`src/rtl/hack_video_pkg.sv`:
```
// Shared constants for the Hack screen scan-out: default raster timing,
// screen memory layout and the word-address helper.
package hack_video_pkg;

  localparam int unsigned H_ACTIVE_DEF = 512;
  localparam int unsigned H_FP_DEF     = 16;
  localparam int unsigned H_SYNC_DEF   = 64;
  localparam int unsigned H_BP_DEF     = 48;
  localparam int unsigned V_ACTIVE_DEF = 256;
  localparam int unsigned V_FP_DEF     = 10;
  localparam int unsigned V_SYNC_DEF   = 2;
  localparam int unsigned V_BP_DEF     = 22;

  localparam int unsigned H_TOTAL_DEF = H_ACTIVE_DEF + H_FP_DEF + H_SYNC_DEF + H_BP_DEF;
  localparam int unsigned V_TOTAL_DEF = V_ACTIVE_DEF + V_FP_DEF + V_SYNC_DEF + V_BP_DEF;

  localparam logic [15:0] SCREEN_BASE   = 16'h4000;
  localparam int unsigned WORDS_PER_ROW = 32;

  localparam int unsigned HC_W   = 11;
  localparam int unsigned VC_W   = 10;
  localparam int unsigned ROW_W  = 8;
  localparam int unsigned COL_W  = $clog2(WORDS_PER_ROW);
  localparam int unsigned ADDR_W = ROW_W + COL_W;

  function automatic logic [ADDR_W-1:0] word_addr(input logic [ROW_W-1:0] row,
                                                  input logic [COL_W-1:0] col);
    return {row, col};
  endfunction

endpackage

```
`src/rtl/hack_video_timing.sv`:
```
// Raster counters and sync/blank/de decode; decode outputs are registered on
// ce_pix so they describe the pixel whose counter value was just consumed.
module hack_video_timing
  import hack_video_pkg::*;
#(
  parameter int unsigned H_ACTIVE = H_ACTIVE_DEF,
  parameter int unsigned H_FP     = H_FP_DEF,
  parameter int unsigned H_SYNC   = H_SYNC_DEF,
  parameter int unsigned H_BP     = H_BP_DEF,
  parameter int unsigned V_ACTIVE = V_ACTIVE_DEF,
  parameter int unsigned V_FP     = V_FP_DEF,
  parameter int unsigned V_SYNC   = V_SYNC_DEF,
  parameter int unsigned V_BP     = V_BP_DEF,
  parameter bit          SYNC_POL = 1'b0
) (
  input  logic            clk,
  input  logic            reset,
  input  logic            ce_pix,
  output logic [HC_W-1:0] hc,
  output logic [VC_W-1:0] vc,
  output logic            hsync,
  output logic            vsync,
  output logic            hblank,
  output logic            vblank,
  output logic            de
);

  localparam int unsigned H_TOTAL = H_ACTIVE + H_FP + H_SYNC + H_BP;
  localparam int unsigned V_TOTAL = V_ACTIVE + V_FP + V_SYNC + V_BP;

  logic [HC_W-1:0] hc_q, hc_d;
  logic [VC_W-1:0] vc_q, vc_d;
  logic hsync_q, hsync_d, vsync_q, vsync_d;
  logic hblank_q, hblank_d, vblank_q, vblank_d, de_q, de_d;
  logic h_act_s, v_act_s, h_sync_s, v_sync_s;

  assign h_act_s  = (hc_q < HC_W'(H_ACTIVE));
  assign v_act_s  = (vc_q < VC_W'(V_ACTIVE));
  assign h_sync_s = (hc_q >= HC_W'(H_ACTIVE + H_FP)) && (hc_q < HC_W'(H_ACTIVE + H_FP + H_SYNC));
  assign v_sync_s = (vc_q >= VC_W'(V_ACTIVE + V_FP)) && (vc_q < VC_W'(V_ACTIVE + V_FP + V_SYNC));

  always_comb begin
    hc_d     = hc_q;
    vc_d     = vc_q;
    hsync_d  = hsync_q;
    vsync_d  = vsync_q;
    hblank_d = hblank_q;
    vblank_d = vblank_q;
    de_d     = de_q;
    if (ce_pix) begin
      if (hc_q == HC_W'(H_TOTAL - 1)) begin
        hc_d = '0;
        if (vc_q == VC_W'(V_TOTAL - 1)) begin
          vc_d = '0;
        end else begin
          vc_d = vc_q + VC_W'(1);
        end
      end else begin
        hc_d = hc_q + HC_W'(1);
      end
      hsync_d  = h_sync_s ? SYNC_POL : ~SYNC_POL;
      vsync_d  = v_sync_s ? SYNC_POL : ~SYNC_POL;
      hblank_d = ~h_act_s;
      vblank_d = ~v_act_s;
      de_d     = h_act_s & v_act_s;
    end else begin
      de_d = de_q;
    end
  end

  always_ff @(posedge clk or posedge reset) begin
    if (reset) begin
      hc_q     <= '0;
      vc_q     <= '0;
      hsync_q  <= ~SYNC_POL;
      vsync_q  <= ~SYNC_POL;
      hblank_q <= 1'b0;
      vblank_q <= 1'b0;
      de_q     <= 1'b0;
    end else begin
      hc_q     <= hc_d;
      vc_q     <= vc_d;
      hsync_q  <= hsync_d;
      vsync_q  <= vsync_d;
      hblank_q <= hblank_d;
      vblank_q <= vblank_d;
      de_q     <= de_d;
    end
  end

  assign hc     = hc_q;
  assign vc     = vc_q;
  assign hsync  = hsync_q;
  assign vsync  = vsync_q;
  assign hblank = hblank_q;
  assign vblank = vblank_q;
  assign de     = de_q;

endmodule

```
`src/rtl/hack_screen_scanout.sv`:
```
// Reads Hack screen RAM one word ahead of the beam and shifts it out LSB-first
// as a 1 bpp raster, aligned with the registered sync/blank/de outputs.
module hack_screen_scanout
  import hack_video_pkg::*;
#(
  parameter int unsigned H_ACTIVE = H_ACTIVE_DEF,
  parameter int unsigned H_FP     = H_FP_DEF,
  parameter int unsigned H_SYNC   = H_SYNC_DEF,
  parameter int unsigned H_BP     = H_BP_DEF,
  parameter int unsigned V_ACTIVE = V_ACTIVE_DEF,
  parameter int unsigned V_FP     = V_FP_DEF,
  parameter int unsigned V_SYNC   = V_SYNC_DEF,
  parameter int unsigned V_BP     = V_BP_DEF,
  parameter bit          SYNC_POL = 1'b0
) (
  input  logic              clk,
  input  logic              reset,
  input  logic              ce_pix,
  output logic [ADDR_W-1:0] ram_addr,
  output logic              ram_rd,
  input  logic [15:0]       ram_data,
  output logic              pixel,
  output logic              hsync,
  output logic              vsync,
  output logic              hblank,
  output logic              vblank,
  output logic              de
);

  localparam int unsigned H_TOTAL = H_ACTIVE + H_FP + H_SYNC + H_BP;
  localparam int unsigned V_TOTAL = V_ACTIVE + V_FP + V_SYNC + V_BP;

  logic [HC_W-1:0]   hc;
  logic [VC_W-1:0]   vc;
  logic              active_s, boundary_s, line_fetch_s, eol_s, fetch_s;
  logic [ROW_W-1:0]  row_s;
  logic [COL_W-1:0]  col_s;
  logic [15:0]       holding_q, holding_d, shifter_q, shifter_d;
  logic              pixel_q, pixel_d, ram_rd_q, ram_rd_d, rd_dly_q;
  logic [ADDR_W-1:0] ram_addr_q, ram_addr_d;

  hack_video_timing #(
    .H_ACTIVE(H_ACTIVE), .H_FP(H_FP), .H_SYNC(H_SYNC), .H_BP(H_BP),
    .V_ACTIVE(V_ACTIVE), .V_FP(V_FP), .V_SYNC(V_SYNC), .V_BP(V_BP),
    .SYNC_POL(SYNC_POL)
  ) u_timing (
    .clk(clk), .reset(reset), .ce_pix(ce_pix), .hc(hc), .vc(vc),
    .hsync(hsync), .vsync(vsync), .hblank(hblank), .vblank(vblank), .de(de)
  );

  assign active_s     = (hc < HC_W'(H_ACTIVE)) && (vc < VC_W'(V_ACTIVE));
  assign boundary_s   = active_s && (hc[3:0] == 4'd0);
  assign line_fetch_s = (vc < VC_W'(V_ACTIVE)) && (hc < HC_W'(H_ACTIVE - 16)) && (hc[3:0] == 4'd0);
  assign eol_s        = (hc == HC_W'(H_TOTAL - 16));

  // Group 0 of the next row is fetched late in the current line; the last
  // blanking line fetches row 0 so a frame never starts on stale data.
  always_comb begin
    fetch_s = 1'b0;
    row_s   = '0;
    col_s   = '0;
    if (line_fetch_s) begin
      fetch_s = 1'b1;
      row_s   = vc[ROW_W-1:0];
      col_s   = hc[COL_W+3:4] + COL_W'(1);
    end else if (eol_s && (vc < VC_W'(V_ACTIVE - 1))) begin
      fetch_s = 1'b1;
      row_s   = vc[ROW_W-1:0] + ROW_W'(1);
    end else if (eol_s && (vc == VC_W'(V_TOTAL - 1))) begin
      fetch_s = 1'b1;
    end else begin
      fetch_s = 1'b0;
    end
  end

  always_comb begin
    ram_rd_d   = 1'b0;
    ram_addr_d = ram_addr_q;
    shifter_d  = shifter_q;
    pixel_d    = pixel_q;
    holding_d  = rd_dly_q ? ram_data : holding_q;
    if (ce_pix) begin
      if (boundary_s) begin
        pixel_d   = holding_q[0];
        shifter_d = {1'b0, holding_q[15:1]};
      end else if (active_s) begin
        pixel_d   = shifter_q[0];
        shifter_d = {1'b0, shifter_q[15:1]};
      end else begin
        pixel_d = 1'b0;
      end
      if (fetch_s) begin
        ram_rd_d   = 1'b1;
        ram_addr_d = word_addr(row_s, col_s);
      end else begin
        ram_rd_d = 1'b0;
      end
    end else begin
      pixel_d = pixel_q;
    end
  end

  always_ff @(posedge clk or posedge reset) begin
    if (reset) begin
      holding_q  <= '0;
      shifter_q  <= '0;
      pixel_q    <= 1'b0;
      ram_rd_q   <= 1'b0;
      rd_dly_q   <= 1'b0;
      ram_addr_q <= '0;
    end else begin
      holding_q  <= holding_d;
      shifter_q  <= shifter_d;
      pixel_q    <= pixel_d;
      ram_rd_q   <= ram_rd_d;
      rd_dly_q   <= ram_rd_q;
      ram_addr_q <= ram_addr_d;
    end
  end

  assign pixel    = pixel_q;
  assign ram_rd   = ram_rd_q;
  assign ram_addr = ram_addr_q;

endmodule

```
`config.mk`:
```
export PLATFORM = sky130hd
export DESIGN_NAME = hack_screen_scanout
export DESIGN_NICKNAME = d
export VERILOG_FILES = /design/src/rtl/hack_video_pkg.sv /design/src/rtl/hack_video_timing.sv /design/src/rtl/hack_screen_scanout.sv
export SDC_FILE = /design/constraint.sdc
export NUM_CORES = 1
export LEC_CHECK = 0
export ABC_AREA = 1
export CAP_MARGIN = 20
export CORE_MARGIN = 8
export CORE_UTILIZATION = 60
export CTS_BUF_LIST = sky130_fd_sc_hd__clkbuf_4
export DETAILED_ROUTE_END_ITERATION = 8
export PLACE_DENSITY = 0.92
export SYNTH_ARGS = -nofsm -noshare
export SYNTH_HDL_FRONTEND = slang
export SYNTH_SLANG_ARGS = --single-unit
export TNS_END_PERCENT = 5
```
`constraint.sdc`:
```
create_clock -name clk -period 8.26 [get_ports clk]
set_input_delay 2.478 -clock clk [delete_from_list [all_inputs] [get_ports clk]]
set_output_delay 2.478 -clock clk [all_outputs]
set_load 0.005 [all_outputs]
```
==> run metrics <==
status=finished clean; CTS tree=built; Buffers & Inverters on Critical Path=4; CTS H-tree lvls=3; launch point of the worst path=ce_pix; GRT Overall Usage=21.58%; pwr dens=231.2 nW/µm²; RSZ-0062 raised after global routing=false; DR vias=3242; DP Worst Slack=3.685 ns; cts hold-fix bufs=0; Core Util, Final=72.46%; most common cell after layout, fill and taps aside=nand2_1; Post-Syn Instances=420; max_cap viols=0; final setup TNS=0 ns; Final Hold Viols=0; io pins=39; dpl hpwl=6.108 mm; Setup crit start kind=input port; register area=1829 µm²; layout cells sized above 1=14.07%; Worst Min Path Start=ram_rd$_DFF_PP0_; Post-synth EDFFs=0; worst-path cell chain=clkdlybuf4s50_1 > buf_4 > inv_1 > nor2_2 > inv_1 > nand2_1 > o21ai_1; max_slew headroom=40.56%; cell accounting for the most synthesized area=dfrtp_1; routed vias/inst=6.037; WP data arrival=4.69 ns; Hold Crit Class=reg2reg; post-synth top area share=47.89%; post-synthesis register bit count=73; fin worst setup slack=3.867 ns; Initial Utilization=62.29%; critical path depth=7; Worst Path Max Fanout=26; Synth Flop Type=dfrtp_1; Setup Skew=0.02166 ns; die height=94.63 µm; Pre-antenna DRT Iters=6; DRC=0; CP max stage cell=nor2_2; Setup Buffers After CTS=0; CP endpoint kind=flop; largest net degree at the start of global routing=74; clock root cell=clkbuf_4; clock slew at reported path FFs=0.13 ns; port bufs=38; core area=5956 µm²; commonest cells after routing, fill and taps aside=nand2_1, dfrtp_1, clkdlybuf4s50_1, nor2_1, nand3_1; Synth Cell Area=3710 µm²; # setup viols final=0; DRT Wirelength=9.182 mm; antenna-violating nets left=0; Worst-Skew Late Latency=0.43 ns; Initial DRC Count=257; CTS buffer count=9; CP most frequent cell=inv_1; routability cong.=1.005; CTS Buffer Depth=2; Routed wire per std cell=17.10 µm; Fmax=0.2276 GHz; WS Path Type=in2reg; vias in the first global route=3202; CP Capture Point=shifter_q[0]$_DFFE_PP0P_; Final nets=482; worst path required time=8.56 ns; multi-input logic area=1657 µm²; post-cts sizing count=0; Yosys cell types=39; Die Wd=94.63 µm; Final Cycle Share=53.18%; Pleak=2.179 nW; R2R Setup Slk=5.85 ns; Yosys warnings=0; maximum VDD drop=161.6 µV; global-route wire length before repair=15.17 mm; Clock Sinks=73; top post-synthesis cells by area=dfrtp_1, nand2_1, mux2_2; Seq/Total Area, Yosys=49.31%; Final min period=4.393 ns; R2R Path End=ram_addr[3]$_DFFE_PP0P_; Syn-to-layout area delta=16.32%; worst r2r src=u_timing.hc[0]$_DFFE_PP0P_; DIE AREA=8955 µm²; std cell rows=28; total gr overflow=0; syn nets=445; Avg Cell Area, Syn=8.833 µm²; r2r worst-path depth=11; Post-synth ARST share=100.0%; fill cell count=418; crit-path max cell delay=0.50 ns; Tightest Pin Transition=0.8916 ns; Final Slew Violations=0; initial antenna violation count=0; ant diodes=0; CP top delay family=buffers and inverters
==> kinds of logic (layout without fill, tap and decap cells) <==
logic type	after synthesis	after routing	share of synthesized area, %
XOR/XNOR	9	9	2.125
AO/OA/AOI/OAI	59	59	8.972
buffers and inverters	54	96	6.037
adder cells (fa/ha/maj)	6	6	2.024
AND/OR/NAND/NOR	202	202	26.41
flip-flops	73	73	49.31
multiplexers	17	17	5.126
==> power breakdown <==
group	leakage (nW)	internal (mW)	total (mW)	switching, mW
clock network	0.0972	0.158	0.295	0.136
logic	1.14	0.0831	0.249	0.166
registers	0.940	0.397	0.454	0.0572
total	2.18	0.638	0.998	0.360
==> worst min path at each step <==
stage / endpoint / slack, ns / cells after the start
4_1_cts: rd_dly_q$_DFF_PP0_ / 0.43 / 0
3_3_place_gp: rd_dly_q$_DFF_PP0_ / 0.38 / 0
2_1_floorplan: rd_dly_q$_DFF_PP0_ / 0.38 / 0
3_5_place_dp: rd_dly_q$_DFF_PP0_ / 0.39 / 0
5_1_grt: rd_dly_q$_DFF_PP0_ / 0.46 / 0
6_report: rd_dly_q$_DFF_PP0_ / 0.43 / 0
==> layer usage <==
layer / global-route usage [%] / up-vias / share of wire [%]
met2: 35.17 / 190 / 49
li1: - / 1462 / -
met3: 6.349 / 49 / 7.9
met1: 25.52 / 1541 / 39
met4: 10.79 / 0 / 4.1
met5: 0 / - / 0
==> synth_stat cells, types with 3 or more instances <==
master    number
xor2_1         8
nand2_2        3
clkbuf_1       4
nor2_4         6
nand3_1       35
mux2_2        16
a31oi_1        3
nand4_1       12
buf_2          8
nor3_1         3
nand2_1       95
o21ai_1        9
nor2_2         3
nand2_4        3
dfrtp_1       71
o21ai_0       34
ha_1           6
a21oi_1        6
inv_1         34
inv_2          6
nor2_1        35
==> final cells by class <==
class | count | area share (%)
inverter | 40 | 3.479
tap | 75 | 2.175
timing repair buffer | 40 | 9.162
clock buffer | 10 | 1.740
sequential | 73 | 42.39
clock inverter | 6 | 2.667
multi-input combinational | 293 | 38.39
==> registers in the layout, indices dropped and copies added, names as in the netlist <==
signal / cells
holding_q: 16
u_timing.vsync: 1
ram_rd: 1
rd_dly_q: 1
pixel: 1
u_timing.hc: 11
u_timing.hsync: 1
u_timing.hblank: 1
ram_addr: 13
u_timing.de: 1
shifter_q: 15
u_timing.vblank: 1
u_timing.vc: 10
==> per-stage QoR <==
stage	total power, mW	hold WS (ns)	area [µm²]	cells
6_report	0.9979	0.4337	4315	537
3_3_place_gp	0.6805	0.3819	4125	521
2_1_floorplan	0.6234	0.3757	3710	420
3_5_place_dp	0.6942	0.3851	4125	521
4_1_cts	0.9908	0.4285	4315	537
5_1_grt	1.044	0.4598	4315	537
(Power assumes the default switching activity.)
